## src/rtl/hwpe_stream_traffic_ctrl_if.sv

```systemverilog
// Control/status bundle between the traffic scheduler and the test harness.
// Latency: n/a (wires only).
// Backpressure: none; all signals are level or single-cycle pulses.
interface hwpe_stream_traffic_ctrl_if #(
  parameter int unsigned NB_RECV = 2
);
  logic                     start_i;
  logic                     clear_i;
  logic [NB_RECV-1:0]       mask_i;
  logic                     force_ready_mode_i;
  logic [NB_RECV-1:0]       eot_i;
  logic [NB_RECV-1:0]       enable_o;
  logic [NB_RECV-1:0]       force_ready_o;
  logic [NB_RECV-1:0]       force_unready_o;
  logic [NB_RECV-1:0][31:0] rng_o;
  logic                     busy_o;
  logic                     done_o;
  logic                     timeout_o;
  logic [31:0]              cycle_cnt_o;

  // Scheduler side.
  modport master (
    input  start_i, clear_i, mask_i, force_ready_mode_i, eot_i,
    output enable_o, force_ready_o, force_unready_o, rng_o,
    output busy_o, done_o, timeout_o, cycle_cnt_o
  );

  // Test program / receiver side.
  modport slave (
    output start_i, clear_i, mask_i, force_ready_mode_i, eot_i,
    input  enable_o, force_ready_o, force_unready_o, rng_o,
    input  busy_o, done_o, timeout_o, cycle_cnt_o
  );
endinterface

```

## src/rtl/hwpe_stream_traffic_ctrl.sv

```systemverilog
// Sequences stream receivers through a run: enables, stall bursts, per-receiver RNG, done/timeout.
// Latency: outputs follow start/mode inputs by one cycle; all outputs decode registered state.
// Backpressure: none; eot_i is polled each RUN cycle, start_i ignored outside IDLE.
module hwpe_stream_traffic_ctrl #(
  parameter int unsigned NB_RECV        = 2,
  parameter logic [31:0] SEED           = 32'h1,
  parameter int unsigned STALL_PERIOD   = 64,
  parameter int unsigned STALL_LEN      = 4,
  parameter int unsigned TIMEOUT_CYCLES = 100000
) (
  input logic                       clk_i,
  input logic                       rst_ni,
  hwpe_stream_traffic_ctrl_if.master ctrl
);

  typedef enum logic [1:0] {IDLE, RUN, DONE, TIMEOUT} state_e;

  // Galois taps for x^32+x^22+x^2+x+1, right-shifting form.
  localparam logic [31:0] TAPS = 32'h8020_0003;

  state_e                   state_q, state_d;
  logic [NB_RECV-1:0]       mask_q;
  logic [NB_RECV-1:0]       fr_q;
  logic [31:0]              cnt_q;
  logic [31:0]              stall_q;
  logic [NB_RECV-1:0][31:0] lfsr_q;
  logic                     all_eot;

  function automatic logic [31:0] seed_of(input int unsigned idx);
    logic [31:0] s;
    s = SEED + 32'(idx);
    if (s == 32'd0) s = 32'd1;
    return s;
  endfunction

  // Next-state: completion beats timeout when both hit on the same cycle.
  always_comb begin
    state_d = state_q;
    all_eot = &(ctrl.eot_i | ~mask_q);
    case (state_q)
      IDLE:    if (ctrl.start_i) state_d = RUN;
      RUN: begin
        if (all_eot)
          state_d = DONE;
        else if (TIMEOUT_CYCLES != 0 && cnt_q >= 32'(TIMEOUT_CYCLES - 1))
          state_d = TIMEOUT;
      end
      DONE:    if (ctrl.clear_i) state_d = IDLE;
      TIMEOUT: if (ctrl.clear_i) state_d = IDLE;
      default: state_d = IDLE;
    endcase
  end

  // State, run bookkeeping and per-receiver LFSRs (LFSRs only reseeded by reset).
  always_ff @(posedge clk_i or negedge rst_ni) begin
    if (!rst_ni) begin
      state_q <= IDLE;
      mask_q  <= '0;
      fr_q    <= '0;
      cnt_q   <= '0;
      stall_q <= '0;
      for (int i = 0; i < NB_RECV; i++) lfsr_q[i] <= seed_of(i);
    end else begin
      state_q <= state_d;
      if (state_d == RUN && ctrl.force_ready_mode_i)
        fr_q <= (state_q == IDLE) ? ctrl.mask_i : mask_q;
      else
        fr_q <= '0;
      case (state_q)
        IDLE: begin
          if (ctrl.start_i) begin
            mask_q  <= ctrl.mask_i;
            cnt_q   <= '0;
            stall_q <= '0;
          end
        end
        RUN: begin
          if (cnt_q != 32'hFFFF_FFFF) cnt_q <= cnt_q + 32'd1;
          if (STALL_PERIOD != 0)
            stall_q <= (stall_q == 32'(STALL_PERIOD - 1)) ? 32'd0 : stall_q + 32'd1;
          for (int i = 0; i < NB_RECV; i++)
            lfsr_q[i] <= {1'b0, lfsr_q[i][31:1]} ^ (lfsr_q[i][0] ? TAPS : 32'd0);
        end
        default: begin
          if (ctrl.clear_i) cnt_q <= '0;
        end
      endcase
    end
  end

  // Output decode; everything is forced quiet outside RUN.
  always_comb begin
    logic [9:0] v;
    ctrl.busy_o          = (state_q == RUN);
    ctrl.done_o          = (state_q == DONE);
    ctrl.timeout_o       = (state_q == TIMEOUT);
    ctrl.cycle_cnt_o     = cnt_q;
    ctrl.enable_o        = (state_q == RUN) ? mask_q : '0;
    ctrl.force_ready_o   = fr_q;
    ctrl.force_unready_o = '0;
    if (state_q == RUN && STALL_PERIOD != 0 && stall_q < 32'(STALL_LEN))
      ctrl.force_unready_o = mask_q;
    ctrl.rng_o = '0;
    for (int i = 0; i < NB_RECV; i++) begin
      v = lfsr_q[i][9:0];
      if (v >= 10'd1000) v = v - 10'd1000;
      if (state_q == RUN) ctrl.rng_o[i] = {22'd0, v};
    end
  end

endmodule

```

## src/flat_wrapper.sv

```systemverilog
// flat-port wrapper written by rule: the top's interface ports become plain ports
module hwpe_stream_traffic_ctrl_flat 
#(
  parameter int unsigned NB_RECV        = 2,
  parameter logic [31:0] SEED           = 32'h1,
  parameter int unsigned STALL_PERIOD   = 64,
  parameter int unsigned STALL_LEN      = 4,
  parameter int unsigned TIMEOUT_CYCLES = 100000
)
  (clk_i, rst_ni, ctrl_start_i, ctrl_clear_i, ctrl_mask_i, ctrl_force_ready_mode_i, ctrl_eot_i, ctrl_enable_o, ctrl_force_ready_o, ctrl_force_unready_o, ctrl_rng_o, ctrl_busy_o, ctrl_done_o, ctrl_timeout_o, ctrl_cycle_cnt_o);
  hwpe_stream_traffic_ctrl_if #(.NB_RECV(NB_RECV)) ctrl_i ();
  input logic clk_i;
  input logic rst_ni;
  input wire logic [$bits(ctrl_i.start_i)-1:0] ctrl_start_i;
  input wire logic [$bits(ctrl_i.clear_i)-1:0] ctrl_clear_i;
  input wire logic [$bits(ctrl_i.mask_i)-1:0] ctrl_mask_i;
  input wire logic [$bits(ctrl_i.force_ready_mode_i)-1:0] ctrl_force_ready_mode_i;
  input wire logic [$bits(ctrl_i.eot_i)-1:0] ctrl_eot_i;
  output wire logic [$bits(ctrl_i.enable_o)-1:0] ctrl_enable_o;
  output wire logic [$bits(ctrl_i.force_ready_o)-1:0] ctrl_force_ready_o;
  output wire logic [$bits(ctrl_i.force_unready_o)-1:0] ctrl_force_unready_o;
  output wire logic [$bits(ctrl_i.rng_o)-1:0] ctrl_rng_o;
  output wire logic [$bits(ctrl_i.busy_o)-1:0] ctrl_busy_o;
  output wire logic [$bits(ctrl_i.done_o)-1:0] ctrl_done_o;
  output wire logic [$bits(ctrl_i.timeout_o)-1:0] ctrl_timeout_o;
  output wire logic [$bits(ctrl_i.cycle_cnt_o)-1:0] ctrl_cycle_cnt_o;
  assign ctrl_i.start_i = ctrl_start_i;
  assign ctrl_i.clear_i = ctrl_clear_i;
  assign ctrl_i.mask_i = ctrl_mask_i;
  assign ctrl_i.force_ready_mode_i = ctrl_force_ready_mode_i;
  assign ctrl_i.eot_i = ctrl_eot_i;
  assign ctrl_enable_o = ctrl_i.enable_o;
  assign ctrl_force_ready_o = ctrl_i.force_ready_o;
  assign ctrl_force_unready_o = ctrl_i.force_unready_o;
  assign ctrl_rng_o = ctrl_i.rng_o;
  assign ctrl_busy_o = ctrl_i.busy_o;
  assign ctrl_done_o = ctrl_i.done_o;
  assign ctrl_timeout_o = ctrl_i.timeout_o;
  assign ctrl_cycle_cnt_o = ctrl_i.cycle_cnt_o;
  hwpe_stream_traffic_ctrl #(.NB_RECV(NB_RECV), .SEED(SEED), .STALL_PERIOD(STALL_PERIOD), .STALL_LEN(STALL_LEN), .TIMEOUT_CYCLES(TIMEOUT_CYCLES)) u_core (.clk_i(clk_i), .rst_ni(rst_ni), .ctrl(ctrl_i));
endmodule
```

## config.mk

```make
export PLATFORM = sky130hd
export DESIGN_NAME = hwpe_stream_traffic_ctrl_flat
export DESIGN_NICKNAME = d
export VERILOG_FILES = /design/src/rtl/hwpe_stream_traffic_ctrl_if.sv /design/src/rtl/hwpe_stream_traffic_ctrl.sv /design/src/flat_wrapper.sv
export SDC_FILE = /design/constraint.sdc
export NUM_CORES = 1
export LEC_CHECK = 0
export CAP_MARGIN = 20
export CORE_MARGIN = 1.5
export CORE_UTILIZATION = 48
export DETAILED_ROUTE_END_ITERATION = 7
export PLACE_DENSITY = 0.88
export RECOVER_POWER = 25
export SLEW_MARGIN = 20
export SYNTH_ARGS = -nofsm -noshare
export SYNTH_HDL_FRONTEND = slang
export SYNTH_SLANG_ARGS = --single-unit
```

## constraint.sdc

```tcl
create_clock -name clk_i -period 2.2 [get_ports clk_i]
set_input_delay 0.44 -clock clk_i [delete_from_list [all_inputs] [get_ports clk_i]]
set_output_delay 0.44 -clock clk_i [all_outputs]
set_load 0.1 [all_outputs]
```

# == After elaboration in Yosys (flattened, before gate mapping) ==
# Index checks and enable logic that the tools add are counted.
# op_classes
add_sub_neg,4
mul,0
n_div,0
order_cmp,4
eq_ne,8
shift,0
n_mux,21
bitwise,4
n_reduce_logical,10
# ops
operator,count
32-bit two-way mux,6
32-bit one-hot mux with 2 select lines,2
32-bit by 1-bit adder with 32-bit output (second input constant),2
31-bit by 32-bit XOR with 32-bit output,2
10-bit two-way mux,4
32-bit by 6-bit equality test with 1-bit output (second input constant),1
32-bit by 17-bit greater-or-equal comparator with 1-bit output (second input constant),1
32-bit by 3-bit less-than comparator with 1-bit output (second input constant),1
32-bit inequality test (second input constant),1
10-bit greater-or-equal comparator (second input constant),2
10-bit subtractor (second input constant),2
2-bit two-way mux,8
2-bit one-hot mux with 3 select lines,1
2-bit AND reduction,3
2-bit by 1-bit equality test with 1-bit output (second input constant),2
2-bit equality test (second input constant),2
3-bit AND reduction,1
3-bit nonzero test,1
1-bit logical AND,2
2-bit zero test,1
2-bit by 1-bit inequality test with 1-bit output (second input constant),1
2-bit inequality test (second input constant),1
2-bit inverter,1
2-bit bitwise OR,1
2 further kinds,2
# word_totals
reg_bits,134
latch_bits,0
ramBits,0
mem_bits_ro,0
inputBits,9
out_inout_bits,105
wordCells,58
n_memories,0

# == Logic depth before layout (Yosys ltp) ==
# Gate-level depths: netlist of run 1.
# logic_depth
ltp_word,8
depth_mapped,10
mapped_depth_nobuf,6

# == Least setup slack after synthesis of run 1 ==
# OpenSTA, ideal clock, no wires.
# synth_timing
path_kind,reg2out
startpoint,register u_core.state_q[1]
endpoint,output port ctrl_rng_o[37]
arrival_time_ns,3.012
required_ns,1.760
path_slack_ns,-1.252
path_stages_with_launch,9
n_path_buf,4
cell_sequence,dfrtp_1 -> clkbuf_1 -> or2b_2 -> clkbuf_2 -> inv_1 -> clkbuf_1 -> clkbuf_1 -> o21ai_0 -> nor2_1
# synth_between
elab_chain_len,2
# synth_rtl
element,line,rtl
from (decl),hwpe_stream_traffic_ctrl.sv:21,"state_e state_q, state_d;"
from (signal assigned),hwpe_stream_traffic_ctrl.sv:64,state_q <= state_d;
2-bit by 1-bit equality test with 1-bit output,hwpe_stream_traffic_ctrl.sv:107,"if (state_q == RUN) ctrl.rng_o[i] = {22'd0, v};"
10-bit two-way mux,hwpe_stream_traffic_ctrl.sv:107,
to (decl),flat_wrapper.sv:22,output wire logic [$bits(ctrl_i.rng_o)-1:0] ctrl_rng_o;
# Every way passes these cells.

# == Worst setup path after layout of run 1 ==
# layout_timing
startpoint,register u_core.stall_q[24]
endpoint,output port ctrl_force_unready_o[0]
# layout_between
elab_chain_len,3
# layout_rtl
element,line,rtl
from (decl),hwpe_stream_traffic_ctrl.sv:25,logic [31:0] stall_q;
from (signal assigned),hwpe_stream_traffic_ctrl.sv:80,stall_q <= (stall_q == 32'(STALL_PERIOD - 1)) ? 32'd0 : stall_q + 32'd1;
32-bit by 3-bit less-than comparator with 1-bit output,hwpe_stream_traffic_ctrl.sv:101,if (state_q == RUN && STALL_PERIOD != 0 && stall_q < 32'(STALL_LEN))
1-bit logical AND,hwpe_stream_traffic_ctrl.sv:101,
2-bit two-way mux,hwpe_stream_traffic_ctrl.sv:101,
to (decl),flat_wrapper.sv:21,output wire logic [$bits(ctrl_i.force_unready_o)-1:0] ctrl_force_unready_o;
# Every way passes these cells.

==> results of run 1 <==
worst register-to-register path, cell delays in order, from the launching register on:
cell and delay (ps):
dfrtp_1 380, buf_4 160, nand2_1 100, nor4_1 830, nand3_1 310, o31a_1 320
o21ai_0 100
placed cells by master, fill, tap and decap left out, types with 7 or more instances in the layout:
master	Yosys	layout
inv_1	27	20
and3_1	11	9
nor4_1	17	13
or3_1	16	15
dfrtp_2	0	35
and4_1	7	7
and2_4	0	7
clkbuf_16	0	18
clkdlybuf4s50_1	0	7
nor2_1	39	22
nand3_1	34	33
nand4_1	21	21
conb_1	1	44
nand2_1	194	189
o21ai_0	66	62
buf_4	44	126
dfrtp_4	0	8
dfrtp_1	132	89
o31ai_1	18	17
a21oi_1	27	24
o211ai_1	9	9
nor3_1	17	15
nor2_4	0	15
buf_12	0	30
or4_1	10	10
logic make-up after synthesis:
logic type	count (synthesis)	synth area share, %
other	1	0.0529
adder cells (fa/ha/maj)	6	1.06
AND/OR/NAND/NOR	403	27.6
flip-flops	134	47.4
multiplexers	7	1.04
AO/OA/AOI/OAI	158	13.8
buffers and inverters	107	8.20
XOR/XNOR	7	0.866
worst paths after layout:
path / endpoint / cells past startpoint
setup reg to reg: u_core.stall_q[22]$_DFFE_PN0P_ / 6
max in group asynchronous: u_core.ctrl.cycle_cnt_o[24]$_DFFE_PN0P_ / 2
hold / removal: u_core.lfsr_q[21]$_DFFE_PN0P_ / 1
min in group clk_i: u_core.lfsr_q[44]$_DFFE_PN0P_ / 2
setup / recovery: ctrl_force_unready_o[0] / 6
hold reg to reg: u_core.lfsr_q[44]$_DFFE_PN0P_ / 2
repair_timing:
| action | 4_1_cts | 5_1_grt |
|---|---|---|
| pin swaps | 14 | 19 |
| buffers inserted | 21 | 25 |
| setup endpoints to repair | 23 | 47 |
| cloned | 2 | 2 |
| resized for setup | 28 | 44 |
| hold buffers | 0 | 0 |
metal layers:
metal | routed length [µm] | GRT usage [%]
met1 | 8700 | 35.1
met5 | 0 | 0
met4 | 1370 | 15.0
met2 | 11800 | 45.9
met3 | 2180 | 5.63
state kept, by name, summed over array words and instances, names as in the netlist:
signal	flops
u_core.ctrl.force_ready_o	2
u_core.mask_q	2
u_core.stall_q	32
u_core.ctrl.cycle_cnt_o	32
u_core.lfsr_q	64
u_core.state_q	2
cells in the mapped netlist (3+ instances only):
master	number
and4_1	7
a21o_1	6
nand2b_1	3
nor4_1	17
nand2_1	194
xnor2_1	5
inv_1	27
nand3_1	34
dfrtp_1	132
a31oi_1	6
nor2b_1	6
nor3_1	17
ha_1	6
o211ai_1	9
or2_2	3
a21oi_1	27
nor2_1	39
mux2i_1	4
and3_1	11
a31o_2	3
and2_1	9
buf_2	4
nor3b_1	3
or4_1	10
mux2_2	3
clkbuf_1	28
or3_1	16
buf_4	44
a211o_1	3
o21ai_0	66
nand4_1	21
a22oi_1	3
o31ai_1	18
where the power goes:
| part | total (mW) | switching, mW | internal (mW) |
|---|---|---|---|
| Clock | 2.82 | 1.10 | 1.72 |
| Sequential | 2.72 | 0.138 | 2.59 |
| Combinational | 4.48 | 2.98 | 1.50 |
| Total | 10.0 | 4.21 | 5.81 |
area by class of cell:
type                    instances  area, µm²  share of cell area (%)
clock buffers                  23        468                    4.74
clock inverters                 9        101                    1.03
inverters                      27        114                    1.15
multi-input cells             625       3710                    37.6
flip-flops and latches        134       3430                    34.8
well taps                     184        230                    2.33
repair buffers                176       1800                    18.3
repair inverters                1       8.76                  0.0888
metrics by stage:
stage	util (%)	total power, mW	area [µm²]
2_1_floorplan	-	5.41	7630
3_3_place_gp	59.7	6.21	8640
3_5_place_dp	59.7	6.25	8640
4_1_cts	65.7	9.39	9510
5_1_grt	68.1	10.3	9870
6_report	68.1	10.0	9870
==> impl_metrics.yaml, run 1 <==
logic_synthesis:
  synthCells: 823
  synth-edff-count: 0
  netlist.area_leader.share_pct: 46.6
  synth_cell_type_count: 61
  synth_area_um2: 7080
  synth_warnings: 0
  ys_seq_elements: 134
  synth_top_cell_by_area: "dfrtp_1"
  seq_area_frac_synth_pct: 47.4
  synth.area.top_cells: "dfrtp_1, nand2_1, buf_4"
  synth.avg_cell_area_um2: 8.61
  ys.flop_type: "dfrtp_1"
  synthArstFlopShare_pct: 100
route:
  drt_iter0_drc: 971
  drc_errors: 0
  first_pass_iters: 6
  avgViaCountPerCell: 6.29
  wl_um: 24000
  route.vias.total: 7411
  antenna_left: 0
  wl_per_cell_um: 20.4
placed_design:
  place_ws_ps: -82.6
  dpl.cell_count: 1098
  hpwl_um: 12300
  io_buffers: 69
  gp_congestion: 0.914
worst_setup_path:
  worst_setup_path_end_kind: "primary output"
  critPathRequiredTime_ps: 1760
  cp_top_family: "simple AND/OR/NAND/NOR gates"
  r2r-start: "u_core.stall_q[19]$_DFFE_PN0P_"
  arrival_ps: 2130
  critical_path.cell_chain: "nor4_1 > nand4_1 > nor2_2 > and3_4 > and2_4 > buf_12"
  slowest_delay_ps: 380
  worstSetupStartpoint: "u_core.stall_q[24]$_DFFE_PN0P_"
  worstPathMaxFanout: 2
  critPathBufInv: 1
  ff2ff_setup_slack_ps: -90
  worstSetupPathType: "reg2out"
  start_kind: "register"
  slowest_stage: "dfrtp_1"
clocking:
  clock_latency_ps: 440
  clk_pin_slew_ps: 60
  htree_levels: 4
  cts_buffers: 17
  clockBufferDepth: 2
  root_buffer: "clkbuf_16"
  cts_tree: "built"
  clkSinkCount: 134
finish:
  diodes: 0
  area_delta_synth_final_pct: 39.3
  nets: 997
  nFillCells: 956
  drive_above_1_share_pct: 32.9
  final-instance-count-excl-fill: 1179
sta:
  finalWorstSetupSlack_ps: -369
  tightest_slew_ps: 1650
  period_share_pct: 117
  fin_crit_ps: 2570
  fin_tns_setup_ps: -1730
  fmax_mhz: 389
  hold_ws_ps: 427
  setup_viol: 18
  slew_headroom_pct: -10.2
  slew_viol_final: 68
  finalHoldViolations: 0
  rsz0062_at_grt: "true"
  fin_worst_skew_ps: 11.0
floorplan:
  core_area_um2: 14500
  io_pins: 114
  rows: 44
  start_util_pct: 48.9
  die_area_um2: 15500
  die_h_um: 124
  die_w_um: 124
pwr:
  p_leak_nw: 4.54
  peakVddDrop_mv: 1.18
  powerDensity_nw_per_um2: 1020
global_route:
  grt_pass1_vias: 6944
  overflow: 0
  grt_max_degree: 68
  grt_use_total_pct: 28.0
  grt_pass1_wl_um: 35100
  antenna_found_initial: 0
run_status:
  violations: "capacitance limit, slew limit, setup timing"
  status: "finished with violations"
hold_path:
  worstHoldPathType: "in2async"
job:
  cap_viol_max_count: 1
No activity file was read; power rests on OpenSTA's default activity.
==> run 2, diff against run 1 <==
--- a/config.mk
+++ b/config.mk
@@ -6,8 +6,10 @@
 export NUM_CORES = 1
 export LEC_CHECK = 0
 export CAP_MARGIN = 20
+export CORE_ASPECT_RATIO = 1.4
 export CORE_MARGIN = 1.5
 export CORE_UTILIZATION = 48
+export CTS_BUF_LIST = sky130_fd_sc_hd__clkbuf_16
 export DETAILED_ROUTE_END_ITERATION = 7
 export PLACE_DENSITY = 0.88
 export RECOVER_POWER = 25
==> run 2 against run 1 <==
Net effect: the run ends with setup timing left; critical path depth stayed put; via count is 5.6% lower; routed wire length shrank 11%; utilization rose by 0.25 points; critical endpoint unchanged; highest routed layer unchanged.
==> impl_metrics.yaml, run 2 (same netlist as run 1, synthesis figures left out) <==
run_status:
  status: "finished with violations"
  violations: "setup timing"
worst_setup_path:
  arrival_ps: 2120
  start_kind: "register"
  critPathRequiredTime_ps: 1760
  worstSetupPathType: "reg2out"
  slowest_delay_ps: 390
  worstPathMaxFanout: 2
  worst_setup_path_end_kind: "primary output"
  slowest_stage: "dfrtp_1"
  critical_path.cell_chain: "nor4_2 > nand4_1 > nor2_2 > and3_4 > and2_4 > buf_12"
route:
  drt_iter0_drc: 631
  first_pass_iters: 6
  drc_errors: 0
  wl_per_cell_um: 18.2
  antenna_left: 0
  wl_um: 21400
  avgViaCountPerCell: 5.95
  route.vias.total: 6994
clocking:
  htree_levels: 4
  clockBufferDepth: 2
  root_buffer: "clkbuf_16"
  clock_latency_ps: 420
  cts_buffers: 17
  cts_tree: "built"
  clk_pin_slew_ps: 60
  clkSinkCount: 134
finish:
  fin_util_pct: 68.4
  final_common_cell: "nand2_1"
  final-instance-count-excl-fill: 1175
  largest_reg_flops: 64
  top_register: "u_core.lfsr_q"
  final_cell_mix: "nand2_1, buf_4, dfrtp_1"
  area_delta_synth_final_pct: 39.5
  drive_above_1_share_pct: 30.8
  fin_area_um2: 9880
  diodes: 0
  nets: 988
global_route:
  antenna_found_initial: 0
  grt_max_degree: 87
  overflow: 0
  grt_use_total_pct: 25.9
  grt_pass1_vias: 6614
  grt_pass1_wl_um: 32100
placed_design:
  io_buffers: 69
  dpl.cell_count: 1107
  place_area_um2: 8680
  hpwl_um: 12000
  gp_congestion: 0.873
job:
  cap_viol_max_count: 0
sta:
  finalWorstSetupSlack_ps: -358
  tightest_slew_ps: 1340
  setup_viol: 15
  slew_viol_final: 0
  fin_crit_ps: 2560
  rsz0062_at_grt: "true"
  fin_worst_skew_ps: 7.71
  slew_headroom_pct: 10.5
  period_share_pct: 116
  fmax_mhz: 391
  finalHoldViolations: 0
hold_path:
  worstHoldPathType: "reg2reg"
floorplan:
  core_area_um2: 14400
  die_area_um2: 15500
  die_w_um: 106
  rows: 52
  die_h_um: 147
  io_pins: 114
  start_util_pct: 49.0
pwr:
  powerDensity_nw_per_um2: 1030
  peakVddDrop_mv: 0.889
  p_leak_nw: 4.53
[run 2: cell types whose count changed in the layout (fill, tap and decap cells not counted), moves of 4 or more]
cell,before,now
buf_4,126,118
clkbuf_1,4,0
dfrtp_1,89,97
dfrtp_2,35,27
inv_1,20,24
[run 2: area by class of cell]
| cell class | count | area, µm² |
|---|---|---|
| fill | 964 | 4560 |
| multi-input combinational | 625 | 3700 |
| sequential | 134 | 3420 |
| timing repair buffer | 168 | 1800 |
| clock buffer | 17 | 425 |
| tap | 189 | 236 |
| clock inverter | 15 | 178 |
| inverter | 27 | 114 |
[run 2: per-layer routing]
metal | track usage, % | share of wire (%) | up-vias
met1 | 29.8 | 36 | 3373
met3 | 5.37 | 7.5 | 96
met5 | 0 | 0 | -
met2 | 45.5 | 52 | 409
li1 | - | - | 3116
met4 | 12.7 | 4.1 | 0
[run 2: worst paths after layout]
kind | from | depth (start not counted) | slack, ps | to
min in group asynchronous | rst_ni | 2 | 840 | u_core.stall_q[20]$_DFFE_PN0P_
max in group asynchronous | rst_ni | 3 | 180 | u_core.ctrl.cycle_cnt_o[0]$_DFFE_PN0P_
setup reg to reg | u_core.stall_q[6]$_DFFE_PN0P_ | 5 | 20 | u_core.stall_q[31]$_DFFE_PN0P_
hold / removal | u_core.lfsr_q[20]$_DFFE_PN0P_ | 2 | 470 | u_core.lfsr_q[19]$_DFFE_PN0P_
hold reg to reg | u_core.lfsr_q[20]$_DFFE_PN0P_ | 2 | 470 | u_core.lfsr_q[19]$_DFFE_PN0P_
setup / recovery | u_core.stall_q[24]$_DFFE_PN0P_ | 6 | -360 | ctrl_force_unready_o[0]
[run 2: repair_timing]
item | in CTS | in global routing
pin swaps | 17 | 9
resized for setup | 26 | 22
endpoints found under the hold margin | 48 | 0
gates cloned | 2 | 4
buffers inserted | 20 | 9
hold buffers | 1 | 0
endpoints found under the setup margin | 22 | 41
[run 2: report_power, final]
| part | internal [mW] | switching (mW) | leakage (nW) | total (mW) |
|---|---|---|---|---|
| combinational | 1.56 | 2.95 | 2.45 | 4.52 |
| clock | 1.79 | 1.14 | 0.288 | 2.93 |
| sequential | 2.58 | 0.114 | 1.79 | 2.70 |
[run 2: critical path, delay by kind of cell (launching register included)]
kind,cells,cell delay (ps)
and+or+nand+nor,5,1150
buffers and inverters,1,170
DFF,1,390
[run 2: through the flow]
step	worst slack (ps)	total power, mW	hold WS (ps)	TNS [ps]
finish	-358	10.1	471	-1130
floorplan	-138	5.41	144	-690
global placement	-146	6.23	421	-722
CTS	-240	9.58	470	-816
global route	-380	10.5	494	-3630
detailed placement	-179	6.29	427	-1420
==> run 3, diff against run 2 <==
--- a/config.mk
+++ b/config.mk
@@ -5,13 +5,14 @@
 export SDC_FILE = /design/constraint.sdc
 export NUM_CORES = 1
 export LEC_CHECK = 0
+export ABC_AREA = 1
 export CAP_MARGIN = 20
 export CORE_ASPECT_RATIO = 1.4
 export CORE_MARGIN = 1.5
 export CORE_UTILIZATION = 48
 export CTS_BUF_LIST = sky130_fd_sc_hd__clkbuf_16
 export DETAILED_ROUTE_END_ITERATION = 7
-export PLACE_DENSITY = 0.88
+export PLACE_DENSITY = 0.87
 export RECOVER_POWER = 25
 export SLEW_MARGIN = 20
 export SYNTH_ARGS = -nofsm -noshare
==> constraint.sdc (replaced) <==
create_clock -name clk_i -period 2.2 [get_ports clk_i]
set_input_delay 0.66 -clock clk_i [delete_from_list [all_inputs] [get_ports clk_i]]
set_output_delay 0.66 -clock clk_i [all_outputs]
set_load 0.1 [all_outputs]
==> run 3 against run 2 <==
Net effect: the flow still finishes with violations (setup timing); die area is 8.5% higher; routed wire length rose by 29%; count of clock-buffer cells in the layout is the same; critical path type unchanged; critical endpoint unchanged; largest power group unchanged.
==> impl_metrics.yaml, run 3 <==
logic_synthesis:
  synth.area.top_cells: "dfrtp_1, nand2_1, nand3_1"
  synthArstFlopShare_pct: 100
  netlist.area_leader.share_pct: 42.9
  synth_top_cell_by_area: "dfrtp_1"
  synth_warnings: 0
  yosys.cell_count.top_type: "nand2_1"
  synthCells: 1082
  seq_area_frac_synth_pct: 43.6
  synth_area_um2: 7700
  synthTopCellsByCount: "nand2_1, dfrtp_1, inv_1"
  synth-edff-count: 0
  ys.flop_type: "dfrtp_1"
  synth_cell_type_count: 37
  ys_seq_elements: 134
  synth.avg_cell_area_um2: 7.12
finish:
  diodes: 0
  largest_reg_flops: 64
  fin_util_pct: 70.1
  final_cell_mix: "nand2_1, dfrtp_1, inv_1"
  drive_above_1_share_pct: 22.9
  top_register: "u_core.lfsr_q"
  fin_area_um2: 10900
  nets: 1255
  nFillCells: 993
  area_delta_synth_final_pct: 42.0
  final_common_cell: "nand2_1"
global_route:
  grt_pass1_wl_um: 38000
  grt_pass1_vias: 7906
  grt_use_total_pct: 29.3
  grt_max_degree: 45
  antenna_found_initial: 0
  overflow: 0
clocking:
  clockBufferDepth: 2
  clkSinkCount: 134
  root_buffer: "clkbuf_16"
  cts_tree: "built"
  cts_buffers: 17
  htree_levels: 4
  clock_latency_ps: 440
  clk_pin_slew_ps: 70
worst_setup_path:
  critPathBufInv: 1
  worst_setup_path_end_kind: "primary output"
  slowest_stage: "dfrtp_1"
  arrival_ps: 1980
  critical_path.cell_chain: "nor4_4 > nand3_1 > nor2_2 > nand2_2 > nor3_4 > buf_12"
  critPathRequiredTime_ps: 1540
  slowest_delay_ps: 410
  cp_top_family: "simple AND/OR/NAND/NOR gates"
  worstPathMaxFanout: 2
  start_kind: "register"
  worstSetupPathType: "reg2out"
route:
  wl_per_cell_um: 18.9
  route.vias.total: 8487
  wl_um: 27500
  avgViaCountPerCell: 5.86
  drt_iter0_drc: 1110
  antenna_left: 0
  drc_errors: 0
  first_pass_iters: 7
placed_design:
  hpwl_um: 14600
  place_area_um2: 9600
  gp_congestion: 0.956
  io_buffers: 69
  place_ws_ps: -150
pwr:
  peakVddDrop_mv: 0.685
  p_leak_nw: 5.10
  power.total_mw: 9.30
  powerDensity_nw_per_um2: 850
sta:
  hold_ws_ps: 425
  fin_crit_ps: 2640
  finalWorstSetupSlack_ps: -437
  setup_viol: 28
  finalHoldViolations: 0
  period_share_pct: 120
  fmax_mhz: 379
  slew_headroom_pct: 26.4
  fin_worst_skew_ps: 12.0
  rsz0062_at_grt: "true"
  slew_viol_final: 0
  tightest_slew_ps: 1100
hold_path:
  worstHoldPathType: "in2async"
floorplan:
  start_util_pct: 49.3
  core_area_um2: 15600
  io_pins: 114
  die_h_um: 153
  die_area_um2: 16800
  rows: 54
  die_w_um: 110
run_status:
  status: "finished with violations"
  violations: "setup timing"
job:
  cap_viol_max_count: 0
run 3: cell count changes after synthesis, sizes merged, moves of 18 or more:
cell | before | now
or3 | 18 | 0
a21oi | 27 | 4
nand2 | 194 | 372
nor2 | 39 | 113
nand3 | 35 | 99
inv | 27 | 117
run 3: worst paths after layout:
| kind | startpoint | to | slack, ps | depth (start not counted) |
|---|---|---|---|---|
| setup / recovery | u_core.stall_q[16]$_DFFE_PN0P_ | ctrl_force_unready_o[0] | -440 | 6 |
| hold / removal | rst_ni | u_core.stall_q[18]$_DFFE_PN0P_ | 420 | 1 |
| setup reg to reg | u_core.ctrl.cycle_cnt_o[0]$_DFFE_PN0P_ | u_core.ctrl.cycle_cnt_o[11]$_DFFE_PN0P_ | -110 | 9 |
| hold reg to reg | u_core.lfsr_q[62]$_DFFE_PN0P_ | u_core.lfsr_q[62]$_DFFE_PN0P_ | 470 | 2 |
| max in group asynchronous | rst_ni | u_core.ctrl.cycle_cnt_o[1]$_DFFE_PN0P_ | 420 | 2 |
| min in group clk_i | u_core.lfsr_q[62]$_DFFE_PN0P_ | u_core.lfsr_q[62]$_DFFE_PN0P_ | 470 | 2 |
run 3: final cells by class:
| cell class | instances | area [µm²] | area share [%] |
|---|---|---|---|
| multi-input cells | 803 | 4010 | 36.7 |
| repair inverters | 1 | 8.76 | 0.0801 |
| flip-flops and latches | 134 | 3370 | 30.8 |
| clock inverters | 15 | 176 | 1.61 |
| clock buffers | 17 | 425 | 3.89 |
| inverters | 117 | 479 | 4.38 |
| well taps | 196 | 245 | 2.24 |
| repair buffers | 166 | 2220 | 20.3 |
run 3: layer usage:
metal / track usage [%] / vias to the layer above / wire, µm
met2: 50.8 / 643 / 13700
li1: - / 3653 / -
met3: 5.25 / 222 / 2330
met4: 17.5 / 0 / 2280
met5: 0 / - / 0
met1: 32.8 / 3969 / 9150
run 3: where the power goes:
group / leakage [nW] / internal, mW / switching (mW)
Sequential: 1.84 / 2.55 / 0.0915
Clock: 0.293 / 1.63 / 1.33
Combinational: 2.97 / 1.22 / 2.48
run 3: kinds of logic after synthesis:
| family | synth area share (%) |
|---|---|
| AO/OA/AOI/OAI | 7.08 |
| XOR/XNOR | 2.27 |
| adder cells (fa/ha/maj) | 0.975 |
| buffers and inverters | 11.8 |
| flip-flops | 43.6 |
| other | 0.0487 |
| AND/OR/NAND/NOR | 34.2 |
run 3: repair_timing:
| action | CTS | global route |
|---|---|---|
| resized for setup | 47 | 44 |
| endpoints found under the setup margin | 24 | 70 |
| setup buffers | 24 | 23 |
| pin swaps | 13 | 19 |
| hold buffers | 0 | 0 |
| gates cloned | 1 | 5 |
run 3: metrics by stage:
step | setup TNS (ps) | instances
4_1_cts | -4800 | 1425
3_3_place_gp | -114 | 1368
6_report | -5760 | 1449
5_1_grt | -6980 | 1449
2_1_floorplan | -3490 | 1125
3_5_place_dp | -247 | 1368
